**src/rtl/dot_prod_feeder.sv**
```systemverilog
// dot_prod_feeder
// Initiator for a dotProd streaming unit. A host fills two DEPTH-entry operand
// buffers, then a start request clears the dotProd accumulator, streams one
// element pair per clock and captures the sum once the unit signals ready.
// A run that never sees dp_ready_i within TIMEOUT wait cycles still completes,
// with err_o set and whatever sum the unit presents at that point.
//
// Optional build macro: DOT_FEED_CHECK_EN
//   Adds a shadow accumulator that sums the streamed products locally and an
//   extra output chk_fail_o that is raised with done_o when the returned sum
//   disagrees with the shadow sum. It is cleared on the next accepted start.
module dot_prod_feeder #(
    parameter int W       = 8,
    parameter int SW      = 16,
    parameter int DEPTH   = 8,
    parameter int TIMEOUT = 64,
    localparam int AW     = $clog2(DEPTH)
) (
    input  logic          clk,
    input  logic          reset_i,
    input  logic          wr_en_i,
    input  logic [AW-1:0] wr_addr_i,
    input  logic [W-1:0]  wr_a_i,
    input  logic [W-1:0]  wr_b_i,
    input  logic          start_i,
    input  logic [AW:0]   len_i,
    output logic          dp_reset_o,
    output logic [W-1:0]  dp_a_o,
    output logic [W-1:0]  dp_b_o,
    input  logic [SW-1:0] dp_s_i,
    input  logic          dp_ready_i,
    output logic          busy_o,
    output logic          done_o,
    output logic [SW-1:0] result_o,
    output logic          err_o
`ifdef DOT_FEED_CHECK_EN
    ,
    output logic          chk_fail_o
`endif
);

    localparam int WCW = $clog2(TIMEOUT + 1);
    localparam logic [AW:0]    DEPTH_V   = (AW + 1)'(DEPTH);
    localparam logic [WCW-1:0] WAIT_LAST = WCW'(TIMEOUT - 1);

    typedef enum logic [2:0] {
        S_IDLE   = 3'd0,
        S_CLEAR  = 3'd1,
        S_STREAM = 3'd2,
        S_WAIT   = 3'd3,
        S_DONE   = 3'd4
    } state_t;

    state_t         state_q;
    logic [AW:0]    n_q;
    logic [AW:0]    idx_q;
    logic [WCW-1:0] wait_cnt_q;
    logic           dp_reset_q;
    logic [W-1:0]   dp_a_q;
    logic [W-1:0]   dp_b_q;
    logic           busy_q;
    logic           done_q;
    logic [SW-1:0]  result_q;
    logic           err_q;

    logic [W-1:0]   buf_a_q [0:DEPTH-1];
    logic [W-1:0]   buf_b_q [0:DEPTH-1];

    logic [AW:0]    len_clamp_d;
    logic           wr_ok_d;
    logic           wait_exit_d;

    // Decode length clamp, write acceptance and the WAIT exit condition.
    always_comb begin
        len_clamp_d = len_i;
        wr_ok_d     = 1'b0;
        wait_exit_d = 1'b0;
        if (len_i > DEPTH_V) begin
            len_clamp_d = DEPTH_V;
        end else begin
            len_clamp_d = len_i;
        end
        if (wr_en_i && (state_q == S_IDLE) && ({1'b0, wr_addr_i} < DEPTH_V)) begin
            wr_ok_d = 1'b1;
        end else begin
            wr_ok_d = 1'b0;
        end
        if ((state_q == S_WAIT) && (dp_ready_i || (wait_cnt_q == WAIT_LAST))) begin
            wait_exit_d = 1'b1;
        end else begin
            wait_exit_d = 1'b0;
        end
    end

    // Operand buffers: written only while idle; contents are not reset.
    always_ff @(posedge clk) begin
        if (wr_ok_d) begin
            buf_a_q[wr_addr_i] <= wr_a_i;
            buf_b_q[wr_addr_i] <= wr_b_i;
        end
    end

    // Run sequencer; all dotProd-facing and host-facing outputs are registered
    // here so that element k appears on dp_a/dp_b two cycles after start + k.
    always_ff @(posedge clk) begin
        if (reset_i) begin
            state_q    <= S_IDLE;
            n_q        <= '0;
            idx_q      <= '0;
            wait_cnt_q <= '0;
            dp_reset_q <= 1'b1;
            dp_a_q     <= '0;
            dp_b_q     <= '0;
            busy_q     <= 1'b0;
            done_q     <= 1'b0;
            result_q   <= '0;
            err_q      <= 1'b0;
        end else begin
            done_q <= 1'b0;
            case (state_q)
                S_IDLE: begin
                    dp_reset_q <= 1'b1;
                    dp_a_q     <= '0;
                    dp_b_q     <= '0;
                    if (start_i) begin
                        n_q    <= len_clamp_d;
                        err_q  <= 1'b0;
                        busy_q <= 1'b1;
                        if (len_clamp_d == '0) begin
                            // Empty run: report zero without releasing dotProd.
                            result_q <= '0;
                            done_q   <= 1'b1;
                            state_q  <= S_DONE;
                        end else begin
                            state_q <= S_CLEAR;
                        end
                    end else begin
                        busy_q  <= 1'b0;
                        state_q <= S_IDLE;
                    end
                end
                S_CLEAR: begin
                    // dp_reset is still high this cycle; release it with element 0.
                    dp_reset_q <= 1'b0;
                    dp_a_q     <= buf_a_q[{AW{1'b0}}];
                    dp_b_q     <= buf_b_q[{AW{1'b0}}];
                    idx_q      <= {{AW{1'b0}}, 1'b1};
                    state_q    <= S_STREAM;
                end
                S_STREAM: begin
                    if (idx_q == n_q) begin
                        // Feed zeros while waiting so the sum is not disturbed.
                        dp_a_q     <= '0;
                        dp_b_q     <= '0;
                        wait_cnt_q <= '0;
                        state_q    <= S_WAIT;
                    end else begin
                        dp_a_q <= buf_a_q[idx_q[AW-1:0]];
                        dp_b_q <= buf_b_q[idx_q[AW-1:0]];
                        idx_q  <= idx_q + {{AW{1'b0}}, 1'b1};
                    end
                end
                S_WAIT: begin
                    if (dp_ready_i) begin
                        result_q <= dp_s_i;
                        done_q   <= 1'b1;
                        state_q  <= S_DONE;
                    end else if (wait_cnt_q == WAIT_LAST) begin
                        result_q <= dp_s_i;
                        err_q    <= 1'b1;
                        done_q   <= 1'b1;
                        state_q  <= S_DONE;
                    end else begin
                        wait_cnt_q <= wait_cnt_q + {{(WCW-1){1'b0}}, 1'b1};
                    end
                end
                S_DONE: begin
                    dp_reset_q <= 1'b1;
                    dp_a_q     <= '0;
                    dp_b_q     <= '0;
                    busy_q     <= 1'b0;
                    state_q    <= S_IDLE;
                end
                default: begin
                    dp_reset_q <= 1'b1;
                    dp_a_q     <= '0;
                    dp_b_q     <= '0;
                    busy_q     <= 1'b0;
                    state_q    <= S_IDLE;
                end
            endcase
        end
    end

    assign dp_reset_o = dp_reset_q;
    assign dp_a_o     = dp_a_q;
    assign dp_b_o     = dp_b_q;
    assign busy_o     = busy_q;
    assign done_o     = done_q;
    assign result_o   = result_q;
    assign err_o      = err_q;

`ifdef DOT_FEED_CHECK_EN
    logic [2*W-1:0] prod_full_d;
    logic [SW-1:0]  shadow_q;
    logic           chk_fail_q;

    // Product of the pair currently presented to dotProd.
    always_comb begin
        prod_full_d = {{W{1'b0}}, dp_a_q} * {{W{1'b0}}, dp_b_q};
    end

    // Shadow sum of streamed pairs, compared against the captured sum at exit.
    always_ff @(posedge clk) begin
        if (reset_i) begin
            shadow_q   <= '0;
            chk_fail_q <= 1'b0;
        end else if ((state_q == S_IDLE) && start_i) begin
            shadow_q   <= '0;
            chk_fail_q <= 1'b0;
        end else if (state_q == S_STREAM) begin
            shadow_q <= shadow_q + SW'(prod_full_d);
        end else if (wait_exit_d) begin
            chk_fail_q <= (dp_s_i != shadow_q);
        end else begin
            shadow_q   <= shadow_q;
            chk_fail_q <= chk_fail_q;
        end
    end

    assign chk_fail_o = chk_fail_q;
`else
    // Without the check feature the returned sum is trusted as-is.
`endif

endmodule

```
**config.mk**
```make
export PLATFORM = sky130hd
export DESIGN_NAME = dot_prod_feeder
export DESIGN_NICKNAME = d
export VERILOG_FILES = /design/src/rtl/dot_prod_feeder.sv
export SDC_FILE = /design/constraint.sdc
export NUM_CORES = 1
export LEC_CHECK = 0
export CAP_MARGIN = 20
export CELL_PAD_IN_SITES_DETAIL_PLACEMENT = 2
export CELL_PAD_IN_SITES_GLOBAL_PLACEMENT = 2
export CORE_MARGIN = 1
export CORE_UTILIZATION = 37
export DETAILED_ROUTE_END_ITERATION = 12
export PLACE_DENSITY = 0.82
export SETUP_SLACK_MARGIN = 0.02
export SYNTH_ARGS = -nofsm -noshare
export SYNTH_HDL_FRONTEND = slang
export SYNTH_SLANG_ARGS = --single-unit
```
**constraint.sdc**
```tcl
create_clock -name clk -period 2.6 [get_ports clk]
set_input_delay 0.26 -clock clk [delete_from_list [all_inputs] [get_ports clk]]
set_output_delay 0.26 -clock clk [all_outputs]
set_load 0.05 [all_outputs]
```
# --- After elaboration in Yosys (flattened, before gate mapping) ---
# Memory sizes are Yosys's and may differ from the RTL's. A register that Yosys moved wholly into a read port is not among the register bits.
# Cells that the tools add are included.
# W data, S select, Z words.
word_totals:
  mem_bits_rw: 128
  register_bits: 54
  elab_cells: 84
  output_inout_bits: 36
  memories: 2
  in_bits: 44
op_classes:
  mux: 41
  eq_ne: 13
  add_sub_neg: 2
  n_lt_le_gt_ge: 1
  n_reduce_logical: 14
mem_list:
  columns: ["memory", "words", "width", "read_ports", "rd_ports_with_merged_regs", "write_ports", "line", "rtl"]
  rows:
  - ["buf_a_q", 8, 8, 2, 1, 1, "66", "logic [W-1:0] buf_a_q [0:DEPTH-1];"]
  - ["buf_b_q", 8, 8, 2, 1, 1, "67", "logic [W-1:0] buf_b_q [0:DEPTH-1];"]
op_table:
  columns: ["op", "count"]
  rows:
  - ["$mux W16", 4]
  - ["$pmux W8 S3", 2]
  - ["$pmux W16 S2", 1]
  - ["$mux W3", 9]
  - ["$mux W7", 3]
  - ["$mux W8", 2]
  - ["$pmux W7 S2", 1]
  - ["$pmux W3 S4", 1]
  - ["$reduce_and A4 Y1", 3]
  - ["$mux W1", 11]
  - ["$ne A2 B2 Y1 const B", 5]
  - ["$mux W4", 2]
  - ["$pmux W1 S2", 4]
  - ["$pmux W4 S2", 1]
  - ["$add A7 B1 Y7 const B", 1]
  - ["$eq A7 B6 Y1 const B", 1]
  - ["$eq A3 B2 Y1 const B", 2]
  - ["$reduce_and A2 Y1", 3]
  - ["$reduce_bool A2 Y1", 3]
  - ["$add A4 B1 Y4 const B", 1]
  - ["$eq A4 B4 Y1", 1]
  - ["$gt A4 B4 Y1 const B", 1]
  - ["$logic_not A4 Y1", 1]
  - ["$ne A2 B1 Y1 const B", 2]
  - ["other kinds (6)", 6]

# --- Depth between registers and ports, before layout ---
# Gate-level depths: netlist of run 1.
depth:
  depth_word: 6
  mapped_depth: 8
  ltp_nobuf: 5

# --- Worst setup path before layout of run 1 ---
# Ideal clock, no wire load.
synth_path:
  kind: "reg-to-reg"
  start: "register state_q[2]"
  end: "memory buf_a_q[1][0], enable pin"
  synth_period_minus_slack_ns: 2.456
  arrival_time_ns: 2.046
  stages_incl_launch_ff: 5
  t_required_ns: 2.191
  path_buffers: 1
  path_slack_ns: 0.144
  setup_time_ns: 0.409
  path_cell_list: "dfxtp_1 > buf_6 > nor3_1 > nand3_1 > nor3_1"
synth_via:
  elab_chain_len: 5
synth_lines:
  columns: ["element", "line", "rtl"]
  rows:
  - ["start: declaration", "54", "state_t state_q;"]
  - ["start signal: assignment", "107", "state_q <= S_IDLE;"]
  - ["start signal: assignment", "133", "state_q <= S_DONE;"]
  - ["start signal: assignment", "135", "state_q <= S_CLEAR;"]
  - ["$logic_not A3 Y1", "83", "if (wr_en_i && (state_q == S_IDLE) && ({1'b0, wr_addr_i} < DEPTH_V)) begin"]
  - ["$logic_and A1 B1 Y1", "83", null]
  - ["$mux W1", "83", null]
  - ["$mux W1", "97", "if (wr_ok_d) begin"]
  - ["$mux W1 (implied by the code)", "98", "buf_a_q[wr_addr_i] <= wr_a_i;"]
  - ["end: declaration", "66", null]
# Every way passes these cells.

# --- Final worst setup path of run 1 ---
layout_path:
  start: "register state_q[1]"
  end: "memory buf_a_q[4][3], enable pin"
# Same word-level chain as after synthesis.

==> results.sh, run 1 <==
export IMPL_synth_seq_area_share_pct=68.70
export IMPL_cap_violations=0
export IMPL_synth_cells=459
export IMPL_critical_path_class="flop to flop"
export IMPL_finalSetupViolCount=0
export IMPL_status="complete, no violations"
export IMPL_seqPwrFrac_pct=49.3
export IMPL_wirelength_mm=20.18
export IMPL_clk_latency_ps=440
export IMPL_fin_crit_sh_pct=85.61
export IMPL_cp_top_family="simple AND/OR/NAND/NOR gates"
export IMPL_ir_drop_mv=0.4945
export IMPL_tightestPinTransition_ps=804.2
export IMPL_root_buffer="clkbuf_16"
export IMPL_crit_slowest_cell="nor3_1"
export IMPL_hold_class="input port to flop"
export IMPL_critical_path_startpoint_type="flop"
export IMPL_clockPowerShare_pct=39.1
export IMPL_globalRoute_totalOverflow=0
export IMPL_syn_num_nets=505
export IMPL_grt_setup_unrepaired="false"
export IMPL_crit_arrival_ps=2340
export IMPL_diodes=0
export IMPL_ys_types=49
export IMPL_power_density_nw_per_um2=752.3
export IMPL_relSlewSlack_pct=46.39
export IMPL_num_rows=50
export IMPL_setup_tns_ps=0
export IMPL_place_gp_congestion=0.7525
export IMPL_vias=4436
export IMPL_start_util_pct=38.28
export IMPL_crit_path_frequent_cell="buf_4"
export IMPL_layout_nets=592
export IMPL_io_buffers=79
export IMPL_cellLeakagePower_nw=2.916
export IMPL_whs_path_depth=2
export IMPL_clock_sinks=185
export IMPL_cp_depth=5
export IMPL_rr_worst_depth=5
export IMPL_place_ws_ps=271.9
export IMPL_numCtsBuffers=17
export IMPL_cts_tree="done"
export IMPL_yosysWarningCount=0
export IMPL_hold_viol_final=0
export IMPL_dieWidth_um=142.0
export IMPL_dieArea_um2=20170
export IMPL_drt_initial_drc_count=248
export IMPL_internal_power_mw=4.939
export IMPL_wire_per_inst_um=24.64
export IMPL_layout_cells_most_common_list="edfxtp_1, clkdlybuf4s50_1, dfxtp_1"
export IMPL_max_stage_delay_ps=450
export IMPL_clock_skew_ps=9.937
export IMPL_grt_pass1_wl_mm=30.72
export IMPL_cts_path_max_buffers=2
export IMPL_antenna_found_initial=0
export IMPL_drc=0
export IMPL_maxSlewViolCount=0
export IMPL_crit_path_end_kind="flop"
export IMPL_switchingPower_mw=1.820
export IMPL_drt_pass1_iterations=6
export IMPL_cts_setup_buffers=0
export IMPL_htree_levels=4
export IMPL_io_pins=80
export IMPL_switching_share_pct=26.93
export IMPL_path_cells="buf_4, nor3_1, nand3b_1, nor2_1, buf_4"
export IMPL_async_flop_share_pct=0
export IMPL_power_frac_comb_pct=11.7
export IMPL_avgSynthCellArea_um2=15.81
export IMPL_path_clk_slew_ps=70
export IMPL_cp_num_buf_inv=2
export IMPL_fin_crit_ps=2226
export IMPL_crit_fanout=26
export IMPL_setup_ws_ps=374.2
export IMPL_max_freq_ghz=0.4493
export IMPL_post_cts_resized=0
export IMPL_ant_nets=0
export IMPL_drive_gt1_share_pct=16.99
export IMPL_synth_area_um2=7256
export IMPL_cp_required_ps=2710
export IMPL_die_h_um=142.0
export IMPL_synth_seq_cells=185
export IMPL_synthFlopType="edfxtp_1"
export IMPL_grt_pass1_vias=5060
export IMPL_dpl_hpwl_mm=12.33
export IMPL_grt_usage_pct=21.48
export IMPL_avgViaCountPerCell=5.416
export IMPL_grt_max_degree=41
export IMPL_mostFrequentLayoutCell="edfxtp_1"
export IMPL_synth_edf_count=128
export IMPL_coreArea_um2=18960
export IMPL_syn_to_final_growth_pct=23.83
export IMPL_ctsHoldBuffers=0
## cell usage after synthesis, types with 2 or more instances
library cell / instances / share of area (%)
a21oi_1: 9 / 0.62
a22o_1: 16 / 1.9
a31oi_1: 4 / 0.34
and2_1: 2 / 0.17
buf_1: 2 / 0.10
buf_2: 10 / 0.69
buf_6: 4 / 0.62
clkbuf_1: 14 / 0.72
dfxtp_1: 57 / 16
edfxtp_1: 128 / 53
ha_1: 2 / 0.34
inv_1: 3 / 0.16
mux2i_1: 17 / 2.3
mux4_2: 32 / 9.9
nand2_1: 15 / 0.78
nand2b_1: 5 / 0.43
nand3_1: 8 / 0.55
nand3b_1: 6 / 0.62
nor2_1: 29 / 1.5
nor2b_1: 4 / 0.34
nor3_1: 14 / 0.97
nor3_2: 7 / 0.97
nor3b_1: 2 / 0.21
nor4_1: 2 / 0.17
o211ai_1: 4 / 0.41
o21a_1: 16 / 1.7
o21ai_0: 20 / 1.4
o31ai_1: 3 / 0.31
xnor2_1: 4 / 0.48
## power by group through the flow
stage	logic [mW]	registers, mW	clock network [mW]
final	0.788	3.33	2.64
after floorplan	0.371	3.48	0
after global placement	0.747	3.38	0
after global routing	0.834	3.34	2.79
after CTS	0.797	3.33	2.70
after detailed placement	0.779	3.39	0
## metal layers
metal,global-route usage [%],share of wire (%),routed length [um],vias to the layer above
met5,0,0,0,-
met2,39.58,53,10780,129
met1,24.16,40,8058,2312
met3,4.845,4.4,898,26
li1,-,-,-,1969
met4,7.810,2.2,442,0
## cell families after synthesis
family / Yosys count / share of synthesized area, %
AOI/OAI and AO/OA: 84 / 8.277
xor gates and xnor gates: 4 / 0.4828
adders and majority gates: 2 / 0.3448
buffers and inverters: 33 / 2.294
DFF: 185 / 68.70
muxes: 49 / 12.28
and+or+nand+nor: 102 / 7.622
## flip-flops by register name (all words and copies together), names as in the netlist, named ones only
name        cells
dp_reset_o      1
n_q             4
wait_cnt_q      7
err_o           1
idx_q           4
dp_b_o          8
dp_a_o          8
state_q         3
done_o          1
buf_b_q        64
busy_o          1
buf_a_q        64
result_o       16
## through the flow
step | cell area [um2] | hold slack, ps | util (%) | total power [mW] | std cells
after global placement | 8383 | 449.4 | 44.22 | 4.130 | 786
after floorplan | 7256 | 358.9 | - | 3.847 | 459
after CTS | 8977 | 401.1 | 47.36 | 6.830 | 818
after detailed placement | 8383 | 454.9 | 44.22 | 4.173 | 786
final | 8985 | 421.2 | 47.40 | 6.759 | 819
after global routing | 8985 | 428.9 | 47.40 | 6.963 | 819
## cell type report
cell class	count	area, um2
fill	1804	9971
multi-input combinational	241	2115
inverter	3	11.26
sequential	185	4986
clock buffer	18	439.2
timing repair buffer	98	953.4
tap	260	325.3
clock inverter	14	155.1
## worst paths after layout
check | startpoint | endpoint | slack [ps]
min reg2reg | n_q[2] | n_q[2] | 480
max | state_q[1] | buf_a_q[4][3] | 370
max reg2reg | state_q[1] | buf_a_q[4][3] | 370
min | dp_s_i[11] | result_o[11] | 420
No activity file was read; power rests on OpenSTA's default activity.
==> run 2: changes to the inputs <==
--- a/config.mk
+++ b/config.mk
@@ -11,6 +11,7 @@
 export CORE_MARGIN = 1
 export CORE_UTILIZATION = 37
 export DETAILED_ROUTE_END_ITERATION = 12
+export GPL_TIMING_DRIVEN = 0
 export PLACE_DENSITY = 0.82
 export SETUP_SLACK_MARGIN = 0.02
 export SYNTH_ARGS = -nofsm -noshare
==> constraint.sdc (replaced) <==
create_clock -name clk -period 2.6 [get_ports clk]
set_input_delay 0.26 -clock clk [delete_from_list [all_inputs] [get_ports clk]]
set_output_delay 0.26 -clock clk [all_outputs]
set_load 0.02 [all_outputs]
==> run 2 against run 1 <==
  * Wire length rose by 5.1%
  * Register-to-register slack got worse by 400 ps
  * Via count increased by 2.6%
  * Combinational power up 0.8%
  * The flow now finishes with violations (setup timing)
  * Hold slack gained 5.0 ps
  * Highest routed layer unchanged
  * Worst setup slack lost 400 ps
  * Sequential share of layout area shrank 1.2 points
==> results.sh, run 2 (same netlist as run 1, synthesis figures left out) <==
export IMPL_status="finished with violations"
export IMPL_violations="setup timing"
export IMPL_setup_tns_ps=-174.2
export IMPL_cts_tree="done"
export IMPL_power_density_nw_per_um2=734.5
export IMPL_ctsHoldBuffers=0
export IMPL_grt_max_degree=18
export IMPL_setup_ws_ps=-23.25
export IMPL_clk_latency_ps=450
export IMPL_max_freq_ghz=0.3812
export IMPL_crit_arrival_ps=2780
export IMPL_avgViaCountPerCell=5.397
export IMPL_io_pins=80
export IMPL_die_h_um=142.0
export IMPL_path_clk_slew_ps=70
export IMPL_hold_viol_final=0
export IMPL_vias=4550
export IMPL_cts_path_max_buffers=2
export IMPL_switchingPower_mw=1.706
export IMPL_relSlewSlack_pct=35.83
export IMPL_r2r_setup_slack_ps=-20
export IMPL_maxSlewViolCount=0
export IMPL_drt_initial_drc_count=221
export IMPL_placed_area_um2=8554
export IMPL_dieWidth_um=142.0
export IMPL_dp_cells=807
export IMPL_wire_per_inst_um=25.17
export IMPL_fin_crit_ps=2623
export IMPL_rr_worst_depth=5
export IMPL_clock_sinks=185
export IMPL_ir_drop_mv=0.4762
export IMPL_seqPwrFrac_pct=49.0
export IMPL_clock_skew_ps=11.26
export IMPL_finalSetupViolCount=9
export IMPL_crit_fanout=9
export IMPL_fin_hold_ws_ps=426.2
export IMPL_wirelength_mm=21.22
export IMPL_place_gp_congestion=0.7733
export IMPL_grt_pass1_vias=5160
export IMPL_layout_cells_most_common_list="edfxtp_1, clkdlybuf4s50_1, dfxtp_1"
export IMPL_cellLeakagePower_nw=3.000
export IMPL_final_cells=843
export IMPL_dieArea_um2=20170
export IMPL_ant_nets=0
export IMPL_globalRoute_totalOverflow=0
export IMPL_critical_path_class="flop to flop"
export IMPL_critical_path_startpoint_type="flop"
export IMPL_internal_power_mw=5.044
export IMPL_mostFrequentLayoutCell="edfxtp_1"
export IMPL_dpl_hpwl_mm=14.33
export IMPL_num_rows=50
export IMPL_fin_crit_sh_pct=100.9
export IMPL_grt_usage_pct=22.68
export IMPL_syn_to_final_growth_pct=26.64
export IMPL_grt_setup_unrepaired="true"
export IMPL_grt_pass1_wl_mm=32.19
export IMPL_root_buffer="clkbuf_16"
export IMPL_io_buffers=79
export IMPL_drt_pass1_iterations=4
export IMPL_cp_required_ps=2750
export IMPL_coreArea_um2=18960
export IMPL_drc=0
export IMPL_crit_path_end_kind="flop"
export IMPL_clockPowerShare_pct=39.2
export IMPL_diodes=0
export IMPL_hold_class="input port to flop"
export IMPL_cap_violations=0
export IMPL_antenna_found_initial=0
export IMPL_stdcell_area_um2=9189
export IMPL_tightestPinTransition_ps=938.3
export IMPL_drive_gt1_share_pct=17.67
export IMPL_switching_share_pct=25.27
export IMPL_power_frac_comb_pct=11.8
export IMPL_htree_levels=4
export IMPL_numCtsBuffers=17
export IMPL_start_util_pct=38.28
export IMPL_whs_path_depth=2
export IMPL_layout_nets=616
run 2: changes by cell type in the layout (fill, tap and decap cells not counted), moves of 4 or more:
cell      before  now
buf_2          1   10
buf_4         17    4
buf_6          0    5
buf_8          0    4
clkbuf_1       0   17
nor2_1        29   23
nor2_2         0    5
run 2: repair_timing:
action / in CTS / in global routing
setup buffers: 0 / 4
pin swaps: 0 / 2
gates cloned: 0 / 0
endpoints found under the setup margin: 32 / 44
hold endpoints to repair: 0 / 0
gates resized for setup: 2 / 1
run 2: metrics by stage:
step | utilization [%] | setup WS (ps) | power (mW)
3_5_place_dp | 45.13 | -125.2 | 4.161
4_1_cts | 48.29 | 2.538 | 6.797
2_1_floorplan | - | 144.3 | 3.769
3_3_place_gp | 44.17 | -1347 | 4.080
6_report | 48.48 | -23.25 | 6.749
5_1_grt | 48.48 | -110.4 | 6.951
run 2: final cells by class:
type	instances	area, um2
multi-input cells	241	2147
flip-flops and latches	185	4985
fillers	1779	9767
repair buffers	92	978.4
plain buffers	30	155.1
clock buffers	21	450.4
inverters	3	11.26
well taps	260	325.3
clock inverters	11	136.4
run 2: power by group through the flow:
stage,Sequential (mW),Combinational [mW],Clock [mW]
floorplan,3.40,0.371,0
global placement,3.36,0.718,0
detailed placement,3.37,0.788,0
CTS,3.31,0.804,2.68
global route,3.32,0.852,2.78
finish,3.31,0.794,2.65
run 2: routing by layer:
layer	up-vias	wire length [um]	GRT usage (%)
met3	38	1105	4.913
met4	0	686	9.791
met5	-	0	0
met1	2354	8336	26.01
met2	137	11090	40.69
li1	2021	-	-
run 2: worst paths after layout:
path | startpoint | to
worst max-delay path | state_q[0] | buf_b_q[5][3]
worst min-delay path | dp_s_i[12] | result_o[12]
worst max register to register | state_q[0] | buf_b_q[5][3]
worst min register to register | n_q[0] | n_q[0]
run 2: worst max-delay path: stages (launching register included):
cell and delay [ps]:
dfxtp_1 300, buf_2 160, nor3_1 460, nand3_1 490, nor2_2 670, buf_8 240
